==> config.mk <==
export PLATFORM = sky130hd
export DESIGN_NAME = segrw_arb2_ctl_flat
export DESIGN_NICKNAME = d
export VERILOG_FILES = /design/src/rtl/segrw_arb2_ctl_if.sv /design/src/rtl/segrw_arb2_ctl.sv /design/src/flat_wrapper.sv
export SDC_FILE = /design/constraint.sdc
export NUM_CORES = 1
export LEC_CHECK = 0
export BUFFER_PORTS_ARGS = -buffer_cell sky130_fd_sc_hd__buf_2
export CAP_MARGIN = 25
export CELL_PAD_IN_SITES_DETAIL_PLACEMENT = 1
export CELL_PAD_IN_SITES_GLOBAL_PLACEMENT = 1
export CORE_MARGIN = 10
export CORE_UTILIZATION = 27
export CTS_BUF_LIST = sky130_fd_sc_hd__clkbuf_2 sky130_fd_sc_hd__clkbuf_4 sky130_fd_sc_hd__clkbuf_8
export CTS_CLUSTER_SIZE = 24
export DETAILED_ROUTE_END_ITERATION = 10
export PLACE_DENSITY_LB_ADDON = 0.1
export SLEW_MARGIN = 20
export SYNTH_ARGS = -nofsm -noshare
export SYNTH_HDL_FRONTEND = slang
export SYNTH_SLANG_ARGS = --single-unit
==> constraint.sdc <==
create_clock -name clock -period 2.1 [get_ports clock]
set_input_delay 0.42 -clock clock [delete_from_list [all_inputs] [get_ports clock]]
set_output_delay 0.42 -clock clock [all_outputs]
set_load 0.01 [all_outputs]
==> src/rtl/segrw_arb2_ctl_if.sv <==
`default_nettype none
// +--------------------------------------------------------------------------+
// | Module      : segrw_arb2_ctl_if                                          |
// | Description : Bundle of the two requester ports (A/B request and         |
// |               response channels) and the SEG_rw datapath control lines   |
// |               used by segrw_arb2_ctl.                                    |
// | Ports       : a_/b_ valid, ready, addr, dataW, write   request channel   |
// |               a_/b_ rvalid, rready, rdata             response channel   |
// |               seg_state, seg_statecase, seg_addr_d,                      |
// |               seg_dataW_d, seg_write_d, seg_dataR_d   datapath side      |
// | Modports    : slave  - the controller                                    |
// |               master - the environment (requesters and datapath)         |
// | Revision    : 1.0  initial release                                       |
// +--------------------------------------------------------------------------+
interface segrw_arb2_ctl_if #(
   parameter int awidth = 7,
   parameter int dwidth = 7
);
   logic              a_valid;
   logic              a_ready;
   logic [awidth-1:0] a_addr;
   logic [dwidth-1:0] a_dataW;
   logic              a_write;
   logic              a_rvalid;
   logic              a_rready;
   logic [dwidth-1:0] a_rdata;

   logic              b_valid;
   logic              b_ready;
   logic [awidth-1:0] b_addr;
   logic [dwidth-1:0] b_dataW;
   logic              b_write;
   logic              b_rvalid;
   logic              b_rready;
   logic [dwidth-1:0] b_rdata;

   logic              seg_state;
   logic [1:0]        seg_statecase;
   logic [awidth-1:0] seg_addr_d;
   logic [dwidth-1:0] seg_dataW_d;
   logic              seg_write_d;
   logic [dwidth-1:0] seg_dataR_d;

   modport slave (
      input  a_valid, a_addr, a_dataW, a_write, a_rready,
      input  b_valid, b_addr, b_dataW, b_write, b_rready,
      output a_ready, a_rvalid, a_rdata,
      output b_ready, b_rvalid, b_rdata,
      output seg_state, seg_statecase, seg_addr_d, seg_dataW_d, seg_write_d,
      input  seg_dataR_d
   );

   modport master (
      output a_valid, a_addr, a_dataW, a_write, a_rready,
      output b_valid, b_addr, b_dataW, b_write, b_rready,
      input  a_ready, a_rvalid, a_rdata,
      input  b_ready, b_rvalid, b_rdata,
      input  seg_state, seg_statecase, seg_addr_d, seg_dataW_d, seg_write_d,
      output seg_dataR_d
   );
endinterface
`default_nettype wire

==> src/rtl/segrw_arb2_ctl.sv <==
`default_nettype none
// +--------------------------------------------------------------------------+
// | Module      : segrw_arb2_ctl                                             |
// | Description : Two-requester controller for the SEG_rw segment datapath.  |
// |               Round-robin arbitration between ports A and B, sequencing  |
// |               of the datapath state/statecase inputs, and one-entry      |
// |               read response registers per port.                          |
// | Ports       : clock  - single clock, rising edge                         |
// |               reset  - asynchronous, active-low                          |
// |               bus    - segrw_arb2_ctl_if.slave (requesters + datapath)   |
// | Option      : SEGRW_ARB_WRACK_EN - when defined, write completions also  |
// |               return a response (rdata = 0) and need a free response     |
// |               register before they can execute.                          |
// | Revision    : 1.0  initial release                                       |
// +--------------------------------------------------------------------------+
module segrw_arb2_ctl #(
   parameter int awidth = 7,
   parameter int dwidth = 7
) (
   input wire               clock,
   input wire               reset,
   segrw_arb2_ctl_if.slave  bus
);

   typedef enum logic [0:0] {
      ST_IDLE = 1'b0,
      ST_BUSY = 1'b1
   } state_t;

   localparam logic [1:0] SC_STALL = 2'd0;
   localparam logic [1:0] SC_CAPT  = 2'd1;   // exec pending op + capture new one
   localparam logic [1:0] SC_EXEC  = 2'd2;   // exec pending op only
   localparam logic       OWN_A    = 1'b0;
   localparam logic       OWN_B    = 1'b1;

   state_t            r_state;
   state_t            w_state_nxt;
   logic              r_own;
   logic              r_pw;
   logic              r_last;
   logic              r_a_rvalid;
   logic              r_b_rvalid;
   logic [dwidth-1:0] r_a_rdata;
   logic [dwidth-1:0] r_b_rdata;

   logic              w_any;
   logic              w_win;
   logic              w_grant;
   logic              w_exec;
   logic              w_can_exec;
   logic              w_own_rvalid;
   logic              w_own_rready;
   logic              w_resp_load;
   logic [1:0]        w_statecase;
   logic [awidth-1:0] w_sel_addr;
   logic [dwidth-1:0] w_sel_data;
   logic              w_sel_write;
   logic [dwidth-1:0] w_resp_data;

   // Gating with reset keeps ready and statecase at their reset values even
   // while requesters hold valid during reset.
   assign w_any = reset & (bus.a_valid | bus.b_valid);

   // r_last resets to B, so A wins the first contention.
   assign w_win = (bus.a_valid && bus.b_valid) ? ~r_last :
                  (bus.b_valid ? OWN_B : OWN_A);

   assign w_own_rvalid = (r_own == OWN_B) ? r_b_rvalid : r_b_rvalid & 1'b0 | r_a_rvalid;
   assign w_own_rready = (r_own == OWN_B) ? bus.b_rready : bus.a_rready;

   // A held response only blocks the segment if its owner is the pending op.
`ifdef SEGRW_ARB_WRACK_EN
   assign w_can_exec  = ~w_own_rvalid | w_own_rready;
   assign w_resp_load = 1'b1;
`else
   assign w_can_exec  = r_pw | ~w_own_rvalid | w_own_rready;
   assign w_resp_load = ~r_pw;
`endif

   assign w_resp_data = r_pw ? '0 : bus.seg_dataR_d;

   always_comb begin
      w_state_nxt = r_state;
      w_statecase = SC_STALL;
      w_grant     = 1'b0;
      w_exec      = 1'b0;
      case (r_state)
         ST_IDLE: begin
            if (w_any) begin
               w_statecase = SC_CAPT;
               w_grant     = 1'b1;
               w_state_nxt = ST_BUSY;
            end
         end
         ST_BUSY: begin
            if (w_can_exec) begin
               w_exec = 1'b1;
               if (w_any) begin
                  w_statecase = SC_CAPT;
                  w_grant     = 1'b1;
               end else begin
                  w_statecase = SC_EXEC;
                  w_state_nxt = ST_IDLE;
               end
            end
         end
         default: w_state_nxt = ST_IDLE;
      endcase
   end

   // Port A drives the datapath request lines whenever B is not granted.
   assign w_sel_addr  = (w_grant && w_win == OWN_B) ? bus.b_addr  : bus.a_addr;
   assign w_sel_data  = (w_grant && w_win == OWN_B) ? bus.b_dataW : bus.a_dataW;
   assign w_sel_write = (w_grant && w_win == OWN_B) ? bus.b_write : bus.a_write;

   always_ff @(posedge clock or negedge reset) begin
      if (!reset) begin
         r_state    <= ST_IDLE;
         r_own      <= OWN_A;
         r_pw       <= 1'b0;
         r_last     <= OWN_B;
         r_a_rvalid <= 1'b0;
         r_b_rvalid <= 1'b0;
         r_a_rdata  <= '0;
         r_b_rdata  <= '0;
      end else begin
         r_state <= w_state_nxt;
         if (w_grant) begin
            r_last <= w_win;
            r_own  <= w_win;
            r_pw   <= w_sel_write;
         end
         // Reload wins over consumption in the same cycle.
         if (w_exec && w_resp_load && r_own == OWN_A) begin
            r_a_rvalid <= 1'b1;
            r_a_rdata  <= w_resp_data;
         end else if (r_a_rvalid && bus.a_rready) begin
            r_a_rvalid <= 1'b0;
         end
         if (w_exec && w_resp_load && r_own == OWN_B) begin
            r_b_rvalid <= 1'b1;
            r_b_rdata  <= w_resp_data;
         end else if (r_b_rvalid && bus.b_rready) begin
            r_b_rvalid <= 1'b0;
         end
      end
   end

   assign bus.a_ready       = w_grant & (w_win == OWN_A);
   assign bus.b_ready       = w_grant & (w_win == OWN_B);
   assign bus.a_rvalid      = r_a_rvalid;
   assign bus.b_rvalid      = r_b_rvalid;
   assign bus.a_rdata       = r_a_rdata;
   assign bus.b_rdata       = r_b_rdata;
   assign bus.seg_state     = (r_state == ST_BUSY);
   assign bus.seg_statecase = w_statecase;
   assign bus.seg_addr_d    = w_sel_addr;
   assign bus.seg_dataW_d   = w_sel_data;
   assign bus.seg_write_d   = w_sel_write;

endmodule
`default_nettype wire

==> src/flat_wrapper.sv <==
// flat-port wrapper written by rule: the top's interface ports become plain ports
module segrw_arb2_ctl_flat 
#(
   parameter int awidth = 7,
   parameter int dwidth = 7
)
  (clock, reset, bus_a_valid, bus_a_addr, bus_a_dataW, bus_a_write, bus_a_rready, bus_b_valid, bus_b_addr, bus_b_dataW, bus_b_write, bus_b_rready, bus_a_ready, bus_a_rvalid, bus_a_rdata, bus_b_ready, bus_b_rvalid, bus_b_rdata, bus_seg_state, bus_seg_statecase, bus_seg_addr_d, bus_seg_dataW_d, bus_seg_write_d, bus_seg_dataR_d);
  segrw_arb2_ctl_if #(.awidth(awidth), .dwidth(dwidth)) bus_i ();
  input wire clock;
  input wire reset;
  input wire logic [$bits(bus_i.a_valid)-1:0] bus_a_valid;
  input wire logic [$bits(bus_i.a_addr)-1:0] bus_a_addr;
  input wire logic [$bits(bus_i.a_dataW)-1:0] bus_a_dataW;
  input wire logic [$bits(bus_i.a_write)-1:0] bus_a_write;
  input wire logic [$bits(bus_i.a_rready)-1:0] bus_a_rready;
  input wire logic [$bits(bus_i.b_valid)-1:0] bus_b_valid;
  input wire logic [$bits(bus_i.b_addr)-1:0] bus_b_addr;
  input wire logic [$bits(bus_i.b_dataW)-1:0] bus_b_dataW;
  input wire logic [$bits(bus_i.b_write)-1:0] bus_b_write;
  input wire logic [$bits(bus_i.b_rready)-1:0] bus_b_rready;
  output wire logic [$bits(bus_i.a_ready)-1:0] bus_a_ready;
  output wire logic [$bits(bus_i.a_rvalid)-1:0] bus_a_rvalid;
  output wire logic [$bits(bus_i.a_rdata)-1:0] bus_a_rdata;
  output wire logic [$bits(bus_i.b_ready)-1:0] bus_b_ready;
  output wire logic [$bits(bus_i.b_rvalid)-1:0] bus_b_rvalid;
  output wire logic [$bits(bus_i.b_rdata)-1:0] bus_b_rdata;
  output wire logic [$bits(bus_i.seg_state)-1:0] bus_seg_state;
  output wire logic [$bits(bus_i.seg_statecase)-1:0] bus_seg_statecase;
  output wire logic [$bits(bus_i.seg_addr_d)-1:0] bus_seg_addr_d;
  output wire logic [$bits(bus_i.seg_dataW_d)-1:0] bus_seg_dataW_d;
  output wire logic [$bits(bus_i.seg_write_d)-1:0] bus_seg_write_d;
  input wire logic [$bits(bus_i.seg_dataR_d)-1:0] bus_seg_dataR_d;
  assign bus_i.a_valid = bus_a_valid;
  assign bus_i.a_addr = bus_a_addr;
  assign bus_i.a_dataW = bus_a_dataW;
  assign bus_i.a_write = bus_a_write;
  assign bus_i.a_rready = bus_a_rready;
  assign bus_i.b_valid = bus_b_valid;
  assign bus_i.b_addr = bus_b_addr;
  assign bus_i.b_dataW = bus_b_dataW;
  assign bus_i.b_write = bus_b_write;
  assign bus_i.b_rready = bus_b_rready;
  assign bus_a_ready = bus_i.a_ready;
  assign bus_a_rvalid = bus_i.a_rvalid;
  assign bus_a_rdata = bus_i.a_rdata;
  assign bus_b_ready = bus_i.b_ready;
  assign bus_b_rvalid = bus_i.b_rvalid;
  assign bus_b_rdata = bus_i.b_rdata;
  assign bus_seg_state = bus_i.seg_state;
  assign bus_seg_statecase = bus_i.seg_statecase;
  assign bus_seg_addr_d = bus_i.seg_addr_d;
  assign bus_seg_dataW_d = bus_i.seg_dataW_d;
  assign bus_seg_write_d = bus_i.seg_write_d;
  assign bus_i.seg_dataR_d = bus_seg_dataR_d;
  segrw_arb2_ctl #(.awidth(awidth), .dwidth(dwidth)) u_core (.clock(clock), .reset(reset), .bus(bus_i));
endmodule
==> results_dict.tcl, run 1 <==
set metrics [dict create \
    required_ns 1.68 \
    violations "setup timing" \
    portBuffers 78 \
    final_cell_mix "buf_2 (61), mux2_2 (22), buf_6 (18), dfrtp_1 (18), buf_4 (8)" \
    syn_area_um2 1080 \
    final_common_cell "buf_2" \
    yosys_warnings 0 \
    die_w_um 83.3 \
    skew_ns 0.00652 \
    drt_iter0_drc 24 \
    hold_violations 0 \
    synth_nets 129 \
    period_needed_ns 2.45 \
    worstMarginPinSlew_ns 0.312 \
    ant_nets 0 \
    drive_above_1_share_pct 75.3 \
    powerDensity_nw_per_um2 892 \
    avgSynthCellArea_um2 12.6 \
    syn2layout_area_growth_pct 66.5 \
    postLayoutSetupSlackWorst_ns -0.347 \
    grt_overflow 0 \
    boundaryPins 79 \
    synth.area.top_cells "dfrtp_1 (44%), mux2_2 (23%), mux2_4 (9.7%), dfstp_2 (2.4%), nand2_1 (2.1%)" \
    clockBufferDepth 2 \
    grt_pass1_vias 1149 \
    cts_made_buffers 3 \
    synthDistinctLibCells 24 \
    final_core_util_pct 47.8 \
    multi_input_area_um2 543 \
    ys_ff_latch 20 \
    hold_path.class "input pin to asynchronous set/reset pin" \
    clk_pin_slew_ns 0.08 \
    final_max_slew_viol_count 0 \
    fmax_ghz 0.409 \
    grt_max_degree 22 \
    remaining_drc_errors 0 \
    syn_inst 86 \
    timing.final.crit_share_pct 117 \
    crit_type "register to output pin" \
    place_congestion 0.740 \
    die_y_um 83.3 \
    final_nets 218 \
    dieArea_um2 6940 \
    hold_ws_ns 0.149 \
    seq_area_frac_synth_pct 46.4 \
    start_kind "register" \
    cts_sinks 20 \
    place_ws_ns -0.146 \
    num_rows 22 \
    reg2reg_to "u_core.bus.a_rdata[1]" \
    synth_top_area_cell "dfrtp_1" \
    relSlewSlack_pct 79.0 \
    critPathMaxFanout 9 \
    dr.pass1.iters 2 \
    wl_per_cell_um 17.0 \
    diodes 0 \
    cts_root_buf "clkbuf_8" \
    yosysTopAreaCellShare_pct 43.9 \
    cts_hold_buf 0 \
    critPathArrivalTime_ns 2.03 \
    vdd_drop_max_mv 0.540 \
    finalSetupViolCount 16 \
    antenna_found_initial 0 \
    coreArea_um2 3770 \
    cts_max_level 1 \
    clkLatencyLatePin_ns 0.27 \
    status "finished, violations left" \
    grt_usage_pct 10.2 \
    via_per_inst 4.63 \
    rsz0062_at_grt "true" \
    num_vias 1028 \
    tns_ns -5.11 \
    num-fill-cells 432 \
    seqCellArea_um2 503 \
    cts_tree "built" \
    routed_wirelength_um 3760 \
    r2r_start "u_core.r_own" \
    start_util_pct 28.7 \
    cp-end-kind "output pin" \
    ff2ff_setup_slack_ns 0.49 \
    p_leak_nw 0.952 \
    r2r_cells 3 \
    dpl.hpwl_um 3030 \
    maxCapViolCount 0 \
    grt_pass1_wl_um 5820 \
]
-- critical path, stage by stage (launching register included) --
cell and delay (ns):
dfrtp_2 0.44, and3b_1 0.18, o21a_1 0.19, or3_4 0.37
buf_12 0.16, mux2_4 0.30, buf_6 0.12
-- per-stage QoR --
step / total power, mW / instance area [um2] / instances
2_1_floorplan: 0.903 / 1080 / 86
3_3_place_gp: 1.16 / 1540 / 213
3_5_place_dp: 1.18 / 1540 / 213
4_1_cts: 1.62 / 1730 / 218
5_1_grt: 1.72 / 1800 / 222
6_report: 1.61 / 1800 / 222
-- state kept, by name, indices dropped and copies added, names as in the netlist --
| name | cells |
|---|---|
| u_core.bus.seg_state | 1 |
| u_core.r_last | 1 |
| u_core.bus.a_rvalid | 1 |
| u_core.bus.a_rdata | 7 |
| u_core.r_own | 1 |
| u_core.r_pw | 1 |
| u_core.bus.b_rvalid | 1 |
| u_core.bus.b_rdata | 7 |
-- worst max-delay path by stage --
| stage | cells after the start | start | endpoint |
|---|---|---|---|
| global placement | 7 | bus_b_rready | bus_seg_addr_d[3] |
| finish | 6 | u_core.r_own | bus_seg_addr_d[0] |
| CTS | 6 | u_core.r_own | bus_seg_dataW_d[5] |
| floorplan | 6 | bus_b_rready | bus_seg_addr_d[0] |
| detailed placement | 7 | bus_b_rready | bus_seg_addr_d[4] |
| global route | 6 | u_core.r_own | bus_seg_addr_d[0] |
-- kinds of logic (layout without fill, tap and decap cells) --
family	Yosys count	in the layout	share of synthesized area, %
and+or+nand+nor	21	21	10.6
buffers and inverters	8	96	5.32
muxes	29	29	32.6
AOI/OAI and AO/OA	8	8	5.09
DFF	20	20	46.4
-- layout make-up --
type / count / share of cell area (%)
sequential: 20 / 27.9
multi-input combinational: 58 / 30.1
inverter: 3 / 0.625
clock buffer: 3 / 2.29
timing repair buffer: 89 / 34.0
clock inverter: 1 / 1.67
tap: 48 / 3.33
-- metal layers --
layer | routed length (um) | vias up | global-route usage, %
met2 | 2050 | 43 | 19.0
met3 | 375 | 5 | 5.66
li1 | - | 474 | -
met1 | 1280 | 506 | 9.15
met5 | 0 | - | 0
met4 | 59 | 0 | 3.08
-- cells in the mapped netlist, drive strengths merged --
cell	n
nor2b	3
clkbuf	2
mux2	29
nor2	3
and3	1
and3b	1
dfrtp	19
o211a	1
o32ai	1
nand2b	3
o21a	1
and2	1
o21ai	4
buf	3
nor3b	1
nand2	6
a221oi	1
dfstp	1
inv	3
or3	2
-- power breakdown --
| group | internal (mW) | switching (mW) | total (mW) |
|---|---|---|---|
| registers | 0.533 | 0.0747 | 0.608 |
| clock network | 0.255 | 0.141 | 0.396 |
| logic | 0.339 | 0.263 | 0.603 |
-- repair_timing --
action                                  CTS  global route
endpoints found under the setup margin   16            18
pin swaps                                 1             0
gates cloned                              0             1
gates resized for setup                  17             8
buffers inserted                          1             3
hold endpoints to repair                  0             0
No activity file was read; power rests on OpenSTA's default activity.
==> run 2, diff against run 1 <==
Settings changed: SKIP_LAST_GASP set to 1.
==> results_dict.tcl, run 2 (synthesized netlist as in run 1, its figures left out) <==
set metrics [dict create \
    status "finished, violations left" \
    violations "setup timing" \
    via_per_inst 4.65 \
    required_ns 1.68 \
    ant_nets 0 \
    postLayoutSetupSlackWorst_ns -0.354 \
    place_congestion 0.740 \
    final_cell_mix "buf_2 (70), mux2_2 (22), dfrtp_1 (18)" \
    relSlewSlack_pct 80.2 \
    p_leak_nw 0.932 \
    cp-end-kind "output pin" \
    clk_pin_slew_ns 0.08 \
    grt_max_degree 22 \
    diodes 0 \
    die_w_um 83.3 \
    placed_cells 213 \
    remaining_drc_errors 0 \
    crit_type "register to output pin" \
    powerDensity_nw_per_um2 911 \
    critPathMaxFanout 9 \
    portBuffers 78 \
    finalPower_mw 1.59 \
    rsz0062_at_grt "true" \
    start_kind "register" \
    timing.final.crit_share_pct 117 \
    final_max_slew_viol_count 0 \
    fmax_ghz 0.408 \
    num_rows 22 \
    vdd_drop_max_mv 0.540 \
    grt_usage_pct 9.86 \
    dpl.hpwl_um 3030 \
    final_core_util_pct 46.2 \
    hold_path.class "input pin to asynchronous set/reset pin" \
    num-fill-cells 429 \
    critPathArrivalTime_ns 2.03 \
    place_ws_ns -0.146 \
    tns_ns -5.19 \
    wl_per_cell_um 16.7 \
    syn2layout_area_growth_pct 60.9 \
    grt_pass1_wl_um 5640 \
    coreArea_um2 3770 \
    period_needed_ns 2.45 \
    hold_ws_ns 0.148 \
    die_y_um 83.3 \
    maxCapViolCount 0 \
    final_common_cell "buf_2" \
    cts_hold_buf 0 \
    grt_overflow 0 \
    routed_wirelength_um 3700 \
    dr.pass1.iters 2 \
    clkLatencyLatePin_ns 0.27 \
    dieArea_um2 6940 \
    hold_violations 0 \
    cts_sinks 20 \
    grt_pass1_vias 1134 \
    finalSetupViolCount 16 \
    antenna_found_initial 0 \
    drive_above_1_share_pct 75.3 \
    num_vias 1033 \
    start_util_pct 28.7 \
    skew_ns 0.00632 \
    worstMarginPinSlew_ns 0.294 \
    instances_no_fill 222 \
    boundaryPins 79 \
    final_nets 218 \
    placed_cell_area_um2 1540 \
    stdcell_area_um2 1740 \
    clockBufferDepth 2 \
    cts_max_level 1 \
    cts_made_buffers 3 \
    drt_iter0_drc 23 \
    cts_tree "built" \
    cts_root_buf "clkbuf_8" \
]
-- run 2: metal layers --
layer / up-vias / routed length [um] / track usage [%] / share of wire [%]
li1: 476 / - / - / -
met3: 3 / 355 / 5.27 / 9.6
met4: 0 / 31 / 2.31 / 0.84
met1: 513 / 1280 / 9.15 / 35
met5: - / 0 / 0 / 0
met2: 41 / 2030 / 18.4 / 55
-- run 2: path summary, 6_finish.rpt --
check	start	to	slack, ns	depth (start not counted)
setup / recovery	u_core.r_own	bus_seg_dataW_d[5]	-0.35	6
hold reg to reg	u_core.bus.a_rdata[3]	u_core.bus.a_rdata[3]	0.51	1
setup reg to reg	u_core.r_own	u_core.bus.a_rdata[1]	0.49	3
min in group clock	bus_seg_dataR_d[4]	u_core.bus.b_rdata[4]	0.39	2
hold / removal	reset	u_core.bus.a_rvalid	0.15	2
max in group asynchronous	reset	u_core.r_last	1.67	2
-- run 2: worst max-delay path: stages (launching register included) --
cell	delay [ns]
dfrtp_2	0.43
and3b_1	0.18
o21a_1	0.19
or3_4	0.37
buf_12	0.16
mux2_4	0.29
buf_2	0.14
-- run 2: layout make-up --
class	count	area, um2	share of cell area (%)
Multi-Input combinational cell	58	543	31.2
Sequential cell	20	503	28.9
Tap cell	48	60.1	3.45
Inverter	3	11.3	0.647
Clock inverter	1	30.0	1.72
Timing Repair Buffer	89	553	31.8
Clock buffer	3	41.3	2.37
-- run 2: report_power, final --
group	internal, mW	leakage [nW]	switching [mW]
clock network	0.255	0.0357	0.141
registers	0.533	0.238	0.0749
logic	0.323	0.658	0.259
-- run 2: what timing repair did --
action	4_1_cts	5_1_grt
gates cloned	0	1
endpoints found under the setup margin	16	18
pin swaps	1	0
setup buffers	1	3
gates resized for setup	1	14
